==> src/rtl/muldiv_unit.sv <==
// muldiv_unit: multi-cycle RV32IM M-extension unit (MUL/MULH*/DIV*/REM*).
// Sits in EX beside the ALU; stalls the pipe via busy, pulses done on completion.
//
// Ports:
//   clk, rst            rising-edge clock, synchronous active-high reset
//   start, op, rs1, rs2 request (funct3 encoding) and operands
//   dest_addr           destination tag carried to dest_addr_out
//   flush               abort the in-flight operation
//   ready, busy, done   handshake / stall / one-cycle completion pulse
//   result              final value, held until the next completion
//   dest_addr_out       tag of the completed operation
module muldiv_unit #(
    parameter int XLEN     = 32,
    parameter int MUL_STEP = 1
) (
    input  logic            clk,
    input  logic            rst,
    input  logic            start,
    input  logic [2:0]      op,
    input  logic [XLEN-1:0] rs1,
    input  logic [XLEN-1:0] rs2,
    input  logic [4:0]      dest_addr,
    input  logic            flush,
    output logic            ready,
    output logic            busy,
    output logic            done,
    output logic [XLEN-1:0] result,
    output logic [4:0]      dest_addr_out
);

    localparam int CW = $clog2(XLEN);

    localparam logic [1:0] ST_IDLE = 2'd0;
    localparam logic [1:0] ST_CALC = 2'd1;
    localparam logic [1:0] ST_SIGN = 2'd2;
    localparam logic [1:0] ST_DONE = 2'd3;

    localparam logic [CW-1:0] MUL_LAST = CW'(XLEN / MUL_STEP - 1);
    localparam logic [CW-1:0] DIV_LAST = CW'(XLEN - 1);

    localparam logic [XLEN-1:0] INT_MIN = {1'b1, {(XLEN-1){1'b0}}};

    logic [1:0]      state;
    logic [CW-1:0]   cnt;
    logic [2:0]      op_q;
    logic [4:0]      tag_q;
    logic            prod_neg;
    logic            rem_neg;
    logic [XLEN-1:0] opb_q;
    logic [XLEN-1:0] acc_q;
    logic [XLEN-1:0] lo_q;

    logic accept;

    assign ready  = (state == ST_IDLE) || (state == ST_DONE);
    assign busy   = (state == ST_CALC) || (state == ST_SIGN);
    assign done   = (state == ST_DONE);
    assign accept = start && ready && !flush;

    // ---------------- operand decode at acceptance ----------------
    logic            rs1_signed;
    logic            rs2_signed;
    logic            neg1;
    logic            neg2;
    logic [XLEN-1:0] mag1;
    logic [XLEN-1:0] mag2;
    logic            is_div;
    logic            div_zero;
    logic            div_ovf;
    logic            special;
    logic [XLEN-1:0] special_res;

    always_comb begin
        rs1_signed = 1'b0;
        rs2_signed = 1'b0;
        unique case (op)
            3'b000, 3'b001, 3'b100, 3'b110: begin
                rs1_signed = 1'b1;
                rs2_signed = 1'b1;
            end
            3'b010: rs1_signed = 1'b1;
            default: ;
        endcase
    end

    assign neg1 = rs1_signed && rs1[XLEN-1];
    assign neg2 = rs2_signed && rs2[XLEN-1];
    assign mag1 = neg1 ? -rs1 : rs1;
    assign mag2 = neg2 ? -rs2 : rs2;

    assign is_div   = op[2];
    assign div_zero = is_div && (rs2 == '0);
    // Only the signed forms (op[0]=0) can overflow.
    assign div_ovf  = is_div && !op[0] && !div_zero
                      && (rs1 == INT_MIN) && (rs2 == '1);
    assign special  = div_zero || div_ovf;

    always_comb begin
        special_res = '0;
        if (div_zero)
            special_res = op[1] ? rs1 : '1;
        else
            special_res = op[1] ? '0 : rs1;
    end

    // ---------------- iteration datapath ----------------
    // Multiply: {acc_q, lo_q} is a right-shifting product register with
    // the multiplier in lo_q; MUL_STEP bits are retired per cycle.
    logic [XLEN+MUL_STEP-1:0] mul_sum;
    logic [XLEN+MUL_STEP-1:0] mul_pp;

    assign mul_pp  = {{MUL_STEP{1'b0}}, opb_q}
                   * {{XLEN{1'b0}}, lo_q[MUL_STEP-1:0]};
    assign mul_sum = {{MUL_STEP{1'b0}}, acc_q} + mul_pp;

    // Divide: restoring; acc_q is the partial remainder, lo_q shifts the
    // dividend out at the top while quotient bits enter at the bottom.
    logic [XLEN:0] div_shift;
    logic [XLEN:0] div_diff;
    logic          div_ge;

    assign div_shift = {acc_q, lo_q[XLEN-1]};
    assign div_diff  = div_shift - {1'b0, opb_q};
    assign div_ge    = !div_diff[XLEN];

    logic [XLEN-1:0] acc_nxt;
    logic [XLEN-1:0] lo_nxt;

    always_comb begin
        acc_nxt = acc_q;
        lo_nxt  = lo_q;
        if (op_q[2]) begin
            acc_nxt = div_ge ? div_diff[XLEN-1:0] : div_shift[XLEN-1:0];
            lo_nxt  = {lo_q[XLEN-2:0], div_ge};
        end else begin
            acc_nxt = mul_sum[XLEN+MUL_STEP-1:MUL_STEP];
            lo_nxt  = {mul_sum[MUL_STEP-1:0], lo_q[XLEN-1:MUL_STEP]};
        end
    end

    // ---------------- sign correction / result select ----------------
    logic [2*XLEN-1:0] prod_mag;
    logic [2*XLEN-1:0] prod_fix;
    logic [XLEN-1:0]   quot;
    logic [XLEN-1:0]   remv;
    logic [XLEN-1:0]   final_res;

    assign prod_mag = {acc_q, lo_q};
    assign prod_fix = prod_neg ? -prod_mag : prod_mag;
    assign quot     = prod_neg ? -lo_q : lo_q;
    assign remv     = rem_neg ? -acc_q : acc_q;

    always_comb begin
        final_res = '0;
        if (op_q[2])
            final_res = op_q[1] ? remv : quot;
        else if (op_q[1:0] == 2'b00)
            final_res = prod_fix[XLEN-1:0];
        else
            final_res = prod_fix[2*XLEN-1:XLEN];
    end

    // ---------------- control ----------------
    always_ff @(posedge clk) begin
        if (rst) begin
            state         <= ST_IDLE;
            cnt           <= '0;
            op_q          <= '0;
            tag_q         <= '0;
            prod_neg      <= 1'b0;
            rem_neg       <= 1'b0;
            opb_q         <= '0;
            acc_q         <= '0;
            lo_q          <= '0;
            result        <= '0;
            dest_addr_out <= '0;
        end else if (flush) begin
            state <= ST_IDLE;
            cnt   <= '0;
        end else begin
            unique case (state)
                ST_IDLE, ST_DONE: begin
                    if (accept) begin
                        op_q     <= op;
                        tag_q    <= dest_addr;
                        prod_neg <= neg1 ^ neg2;
                        rem_neg  <= neg1;
                        opb_q    <= mag2;
                        acc_q    <= '0;
                        lo_q     <= mag1;
                        if (special) begin
                            state         <= ST_DONE;
                            result        <= special_res;
                            dest_addr_out <= dest_addr;
                        end else begin
                            state <= ST_CALC;
                            cnt   <= is_div ? DIV_LAST : MUL_LAST;
                        end
                    end else begin
                        state <= ST_IDLE;
                    end
                end
                ST_CALC: begin
                    acc_q <= acc_nxt;
                    lo_q  <= lo_nxt;
                    if (cnt == '0)
                        state <= ST_SIGN;
                    else
                        cnt <= cnt - 1'b1;
                end
                ST_SIGN: begin
                    result        <= final_res;
                    dest_addr_out <= tag_q;
                    state         <= ST_DONE;
                end
                default: state <= ST_IDLE;
            endcase
        end
    end

endmodule

==> config.mk <==
export PLATFORM = sky130hd
export DESIGN_NAME = muldiv_unit
export DESIGN_NICKNAME = d
export VERILOG_FILES = /design/src/rtl/muldiv_unit.sv
export SDC_FILE = /design/constraint.sdc
export NUM_CORES = 1
export LEC_CHECK = 0
export CAP_MARGIN = 10
export CORE_MARGIN = 1
export CORE_UTILIZATION = 59
export CTS_BUF_LIST = sky130_fd_sc_hd__clkbuf_8 sky130_fd_sc_hd__clkbuf_16
export CTS_CLUSTER_DIAMETER = 50
export CTS_CLUSTER_SIZE = 20
export DETAILED_ROUTE_END_ITERATION = 10
export DONT_BUFFER_PORTS = 1
export PLACE_DENSITY_LB_ADDON = 0.05
export SLEW_MARGIN = 40
export SYNTH_ARGS = -nofsm -noshare
export SYNTH_HDL_FRONTEND = slang
export SYNTH_SLANG_ARGS = --single-unit
==> constraint.sdc <==
create_clock -name clk -period 4.13 [get_ports clk]
set_input_delay 0.826 -clock clk [delete_from_list [all_inputs] [get_ports clk]]
set_output_delay 0.826 -clock clk [all_outputs]
set_load 0.05 [all_outputs]
* Word-level counts from Yosys, hierarchy flattened
Cells that the tools add are included.
** Cells by class
- Mux-type cells :: 34
- Reduce and logical (&&, ||, !) cells :: 31
- Order comparisons :: 0
- Eq/ne operators :: 14
- Div/mod/pow operators :: 0
- Shifts and indexed selects :: 0
- $add $sub $neg :: 8
- Bitwise gates (word level) :: 2
- Multipliers :: 1
** Operators with widths (count)
- 2-to-1 mux 32 bit :: 17
- one-hot mux 32 bit (2 select lines) :: 3
- negation 32 bit :: 4
- equality test 32 bit (second input constant) :: 2
- 2-to-1 mux 64 bit :: 1
- negation 64 bit :: 1
- adder 32 x 33 -> 33 bit :: 1
- multiplier 32 x 1 -> 33 bit :: 1
- subtractor 33 x 32 -> 33 bit :: 1
- logical NOT 32 bit :: 1
- 2-to-1 mux 5 bit :: 5
- one-hot mux 5 bit (2 select lines) :: 2
- logical AND 1 bit :: 9
- != test 2 bit (second input constant) :: 4
- AND reduction 4 bit :: 2
- equality test 3 bit (second input constant) :: 2
- 2-to-1 mux 2 bit :: 3
- one-hot mux 2 bit (3 select lines) :: 1
- AND reduction 3 bit :: 2
- logical NOT 5 bit :: 1
- OR reduction 5 bit :: 1
- subtractor 5 x 1 -> 5 bit (second input constant) :: 1
- equality test 2 bit (second input constant) :: 2
- logical NOT 1 bit :: 4
- other kinds (13) :: 19
** Storage, ports and cells
- Memory bits (writable) :: 0
- Bits in latches :: 0
- Bits in registers :: 150
- Memory bits (read-only) :: 0
- Memories :: 0

* Depth between registers and ports, before layout
- Depth after elaboration :: 10
- Gate-level depth with buffers :: 15
- Gate-level depth less buffers :: 13

* Worst setup path after synthesis
Ideal clock, no wire load.
- Kind :: input -> register
- Start point :: in rs1[1]
- End point :: reg result[3]
- Arrival time :: 3272 ps
- Stages on the path :: 12
- Required time :: 3998 ps
- Buffers on the path :: 2
- Path slack :: 726 ps
- Cells stage by stage :: inv_1 > ha_1 > or3b_2 > nor4_2 > nand4_1 > o22ai_2 > nand2_1 > a211o_1 > clkbuf_1 > clkbuf_1 > a211oi_1 > nor3_1
** Between the ends
- Longest elaborated chain between the ends :: 6
** Ends and longest elaborated chain
- start: declaration :: RTL line 20 : input logic [XLEN-1:0] rs1,
- equality test 32 bit :: RTL line 95 : && (rs1 == INT_MIN) && (rs2 == '1);
- logical AND 1 bit (2 in series) :: RTL line 95
- logical OR 1 bit :: RTL line 96 : assign special = div_zero || div_ovf;
- != test 2 bit (no source line)
- AND reduction 4 bit (no source line)
- end signal: assignment :: RTL line 193 : result <= special_res;
- end signal: assignment :: RTL line 212 : result <= final_res;
- end: declaration :: RTL line 27 : output logic [XLEN-1:0] result,
Every way passes these cells.
A chain may end at the register's enable or synchronous reset.

* Final worst setup path
- Start point :: reg acc_q[5]
- End point :: reg acc_q[29]
** Between the ends
- Longest elaborated chain between the ends :: 4
** Ends and longest elaborated chain
- start: declaration :: RTL line 50 : logic [XLEN-1:0] acc_q;
- start signal: assignment :: RTL line 204 : acc_q <= acc_nxt;
- subtractor 33 x 32 -> 33 bit :: RTL line 123 : assign div_diff = div_shift - {1'b0, opb_q};
- 2-to-1 mux 32 bit :: RTL line 133 : acc_nxt = div_ge ? div_diff[XLEN-1:0] : div_shift[XLEN-1:0];
- 2-to-1 mux 32 bit * :: RTL line 132 : if (op_q[2]) begin
- one-hot mux 32 bit (2 select lines) * :: RTL line 181 : unique case (state)
Mark *: on every way between the ends. The rest lies on a longest branch, timed or not.

==> flow_metrics.env <==
export IMPL_pin_count=116
export IMPL_ir_worst_vdd_mv=0.2543
export IMPL_yosys_warnings=0
export IMPL_die_w_um=160.1
export IMPL_min_from="rst"
export IMPL_gr_total_overflow=0
export IMPL_max_stage_delay_ns=0.55
export IMPL_yosysTopAreaCellShare_pct=20.37
export IMPL_async_reset_ff_share_pct=0
export IMPL_vias=15640
export IMPL_ant_nets=0
export IMPL_crit_type="flop to flop"
export IMPL_drv_cap=0
export IMPL_min_path_type="primary input to flop"
export IMPL_cp_end_kind="flop"
export IMPL_slew_viol_final=0
export IMPL_seq_area_frac_synth_pct=20.37
export IMPL_fin_tns_setup_ns=0
export IMPL_cts_setup_buffers=0
export IMPL_initial_core_util_pct=60.44
export IMPL_cts_root_buf="clkbuf_16"
export IMPL_yosys_top_cells_count="nor2_1 (212), nand2_1 (211), a21oi_1 (182)"
export IMPL_cts_buffers=17
export IMPL_netlist_instances=2026
export IMPL_clock_path_buffers=2
export IMPL_rsz0062_at_grt="no"
export IMPL_grt_max_degree=117
export IMPL_cp_top_family="compound AO/OA/AOI/OAI gates"
export IMPL_start_kind="flop"
export IMPL_reg2reg_slack_ns=0.32
export IMPL_synth_edf_count=0
export IMPL_fin_crit_sh_pct=92.17
export IMPL_whs_endpoint="tag_q[1]"
export IMPL_cts_hold_buf=0
export IMPL_nNetsFinal=2107
export IMPL_cts_sinks=150
export IMPL_synth_area_um2=14740
export IMPL_final_setup_skew_ns=0.01743
export IMPL_avgRoutedWirePerCell_um=23.37
export IMPL_synth_flop_cell="dfxtp_1"
export IMPL_grt_pass1_vias=14280
export IMPL_drt_iter0_markers=2146
export IMPL_slew_headroom_pct=47.17
export IMPL_worst_r2r_path_depth=10
export IMPL_arrival_ns=4.13
export IMPL_leakagePower_nw=6.016
export IMPL_pwr_density_cell_nw_per_um2=278.5
export IMPL_ys_types=88
export IMPL_yosysTopAreaCell="dfxtp_1"
export IMPL_viasPerCell=6.822
export IMPL_finish_utilization_pct=64.28
export IMPL_worst_pin_slew_ns=0.7814
export IMPL_path_clk_slew_ns=0.08
export IMPL_max_freq_ghz=0.2627
export IMPL_r2r_end="acc_q[29]"
export IMPL_synth_area_leaders="dfxtp_1 (20%), ha_1 (6.3%), xnor2_1 (6.2%), a21oi_1 (6.2%), nor2_1 (5.4%)"
export IMPL_cp_num_buf_inv=1
export IMPL_min_path_cells=1
export IMPL_synth_fp_nets=2178
export IMPL_crit_chain="ha_1 > a2111oi_1 > a21oi_1 > o31ai_1 > buf_4 > o211ai_1 > o311ai_2 > o21ai_0 > or4_1 > a32o_1"
export IMPL_hold_viol=0
export IMPL_drcViolationCount=2
export IMPL_grt_pass1_wl_um=82480
export IMPL_worst_hold_slack_ns=0.4441
export IMPL_cts_tree="built"
export IMPL_firstDrtPassIters=11
export IMPL_place_port_buffers=0
export IMPL_r2r_start="acc_q[5]"
export IMPL_synth_most_common_cell="nor2_1"
export IMPL_die_h_um=160.1
export IMPL_track_usage_pct=41.09
export IMPL_status="finished with violations"
export IMPL_n_antenna_cell=0
export IMPL_wirelength_um=53560
export IMPL_violations="design-rule violations"
export IMPL_syn_avg_cell_area_um2=7.277
export IMPL_setup_viol=0
export IMPL_syn_to_final_growth_pct=6.348
export IMPL_rows=57
export IMPL_crit_fanout=9
export IMPL_insertion_delay_ns=0.44
export IMPL_ys_ff_latch=150
export IMPL_htreeDepth=4
export IMPL_cp_data_required_time_ns=4.45
export IMPL_dp_hpwl_um=40750
export IMPL_core_area_um2=24390
export IMPL_die_area_um2=25620
export IMPL_layout_drive_gt1_share_pct=7.520
export IMPL_finalCriticalPeriod_ns=3.806
export IMPL_gp_congestion=1.081
export IMPL_critPathSlowestCell="a2111oi_1"
export IMPL_antenna_found_initial=2
==> per-stage QoR <==
step / instances / setup slack [ns] / power [mW] / area, µm²
2_1_floorplan: 2026 / 0.7259 / 2.429 / 14740
6_report: 2292 / 0.3236 / 4.366 / 15680
5_1_grt: 2292 / 0.04111 / 4.506 / 15680
4_1_cts: 2292 / 0.3169 / 4.317 / 15680
3_3_place_gp: 2260 / 0.2565 / 2.738 / 15110
3_5_place_dp: 2260 / 0.1855 / 2.750 / 15110
==> cell usage in the layout, fill, tap and decap left out, types with 37 or more instances in the layout <==
master / count
mux2i_1: 47
nand2_1: 211
xor2_1: 81
inv_1: 70
a21oi_1: 181
a21o_1: 37
xnor2_1: 105
o211ai_1: 54
a211oi_1: 55
ha_1: 72
dfxtp_1: 148
buf_4: 65
o31ai_1: 42
o21ai_0: 106
nor2_1: 210
==> timing repair <==
item / CTS / global route
hold endpoints to repair: 0 / 0
gates resized for setup: 0 / 1
endpoints found under the setup margin: 0 / 1
==> registers in the layout, indices dropped and copies added (netlist names) <==
signal         flops
opb_q             32
prod_neg           1
dest_addr_out      5
lo_q              32
result            32
cnt                5
rem_neg            1
op_q               3
acc_q             32
state              2
tag_q              5
==> routing by layer <==
metal | routed length [µm] | GRT usage [%]
met4 | 1472 | 12.34
met2 | 22160 | 59.37
met3 | 7112 | 13.61
met5 | 22 | 0
met1 | 22800 | 57.31
==> cell families (layout without fill, tap and decap cells) <==
group           count (synthesis)  in the layout  share of synthesized area [%]
compound gates                655            655                          29.84
xor+xnor                      186            186                          11.05
fa+ha+maj                     102            102                          8.317
buf+inv                       231            173                          6.068
flops                         150            150                          20.37
mux                            50             50                          3.420
simple gates                  652            652                          20.94
==> how the worst max path moves through the flow <==
stage	start	to	slack, ns	depth (start not counted)
after floorplan	rs1[1]	result[3]	0.73	12
after global placement	rs2[0]	result[25]	0.26	12
after detailed placement	rs2[0]	result[29]	0.19	10
after CTS	acc_q[5]	acc_q[29]	0.32	10
after global routing	acc_q[5]	acc_q[29]	0.04	10
final	acc_q[5]	acc_q[29]	0.32	10
==> worst reg2reg max path, delay by kind of cell (launching register included) <==
kind	cells	cell delay, ns
buffers and inverters	1	0.17
AOI/OAI and AO/OA	7	2.19
DFF	1	0.54
adders and majority gates	1	0.36
and+or+nand+nor	1	0.43
==> report_power, final <==
| part | switching [mW] | total [mW] | internal, mW |
|---|---|---|---|
| clock | 0.772 | 1.59 | 0.821 |
| sequential | 0.132 | 1.64 | 1.51 |
| combinational | 0.715 | 1.13 | 0.413 |
| total | 1.62 | 4.37 | 2.75 |
==> area by class of cell <==
type / count / area [µm²]
clock inverter: 13 / 110.1
inverter: 73 / 274.0
timing repair buffer: 68 / 548.0
sequential: 150 / 3005
multi-input combinational: 1645 / 10880
clock buffer: 19 / 452.9
fill: 2271 / 8712
tap: 324 / 405.4
No activity file was read; power rests on OpenSTA's default activity.
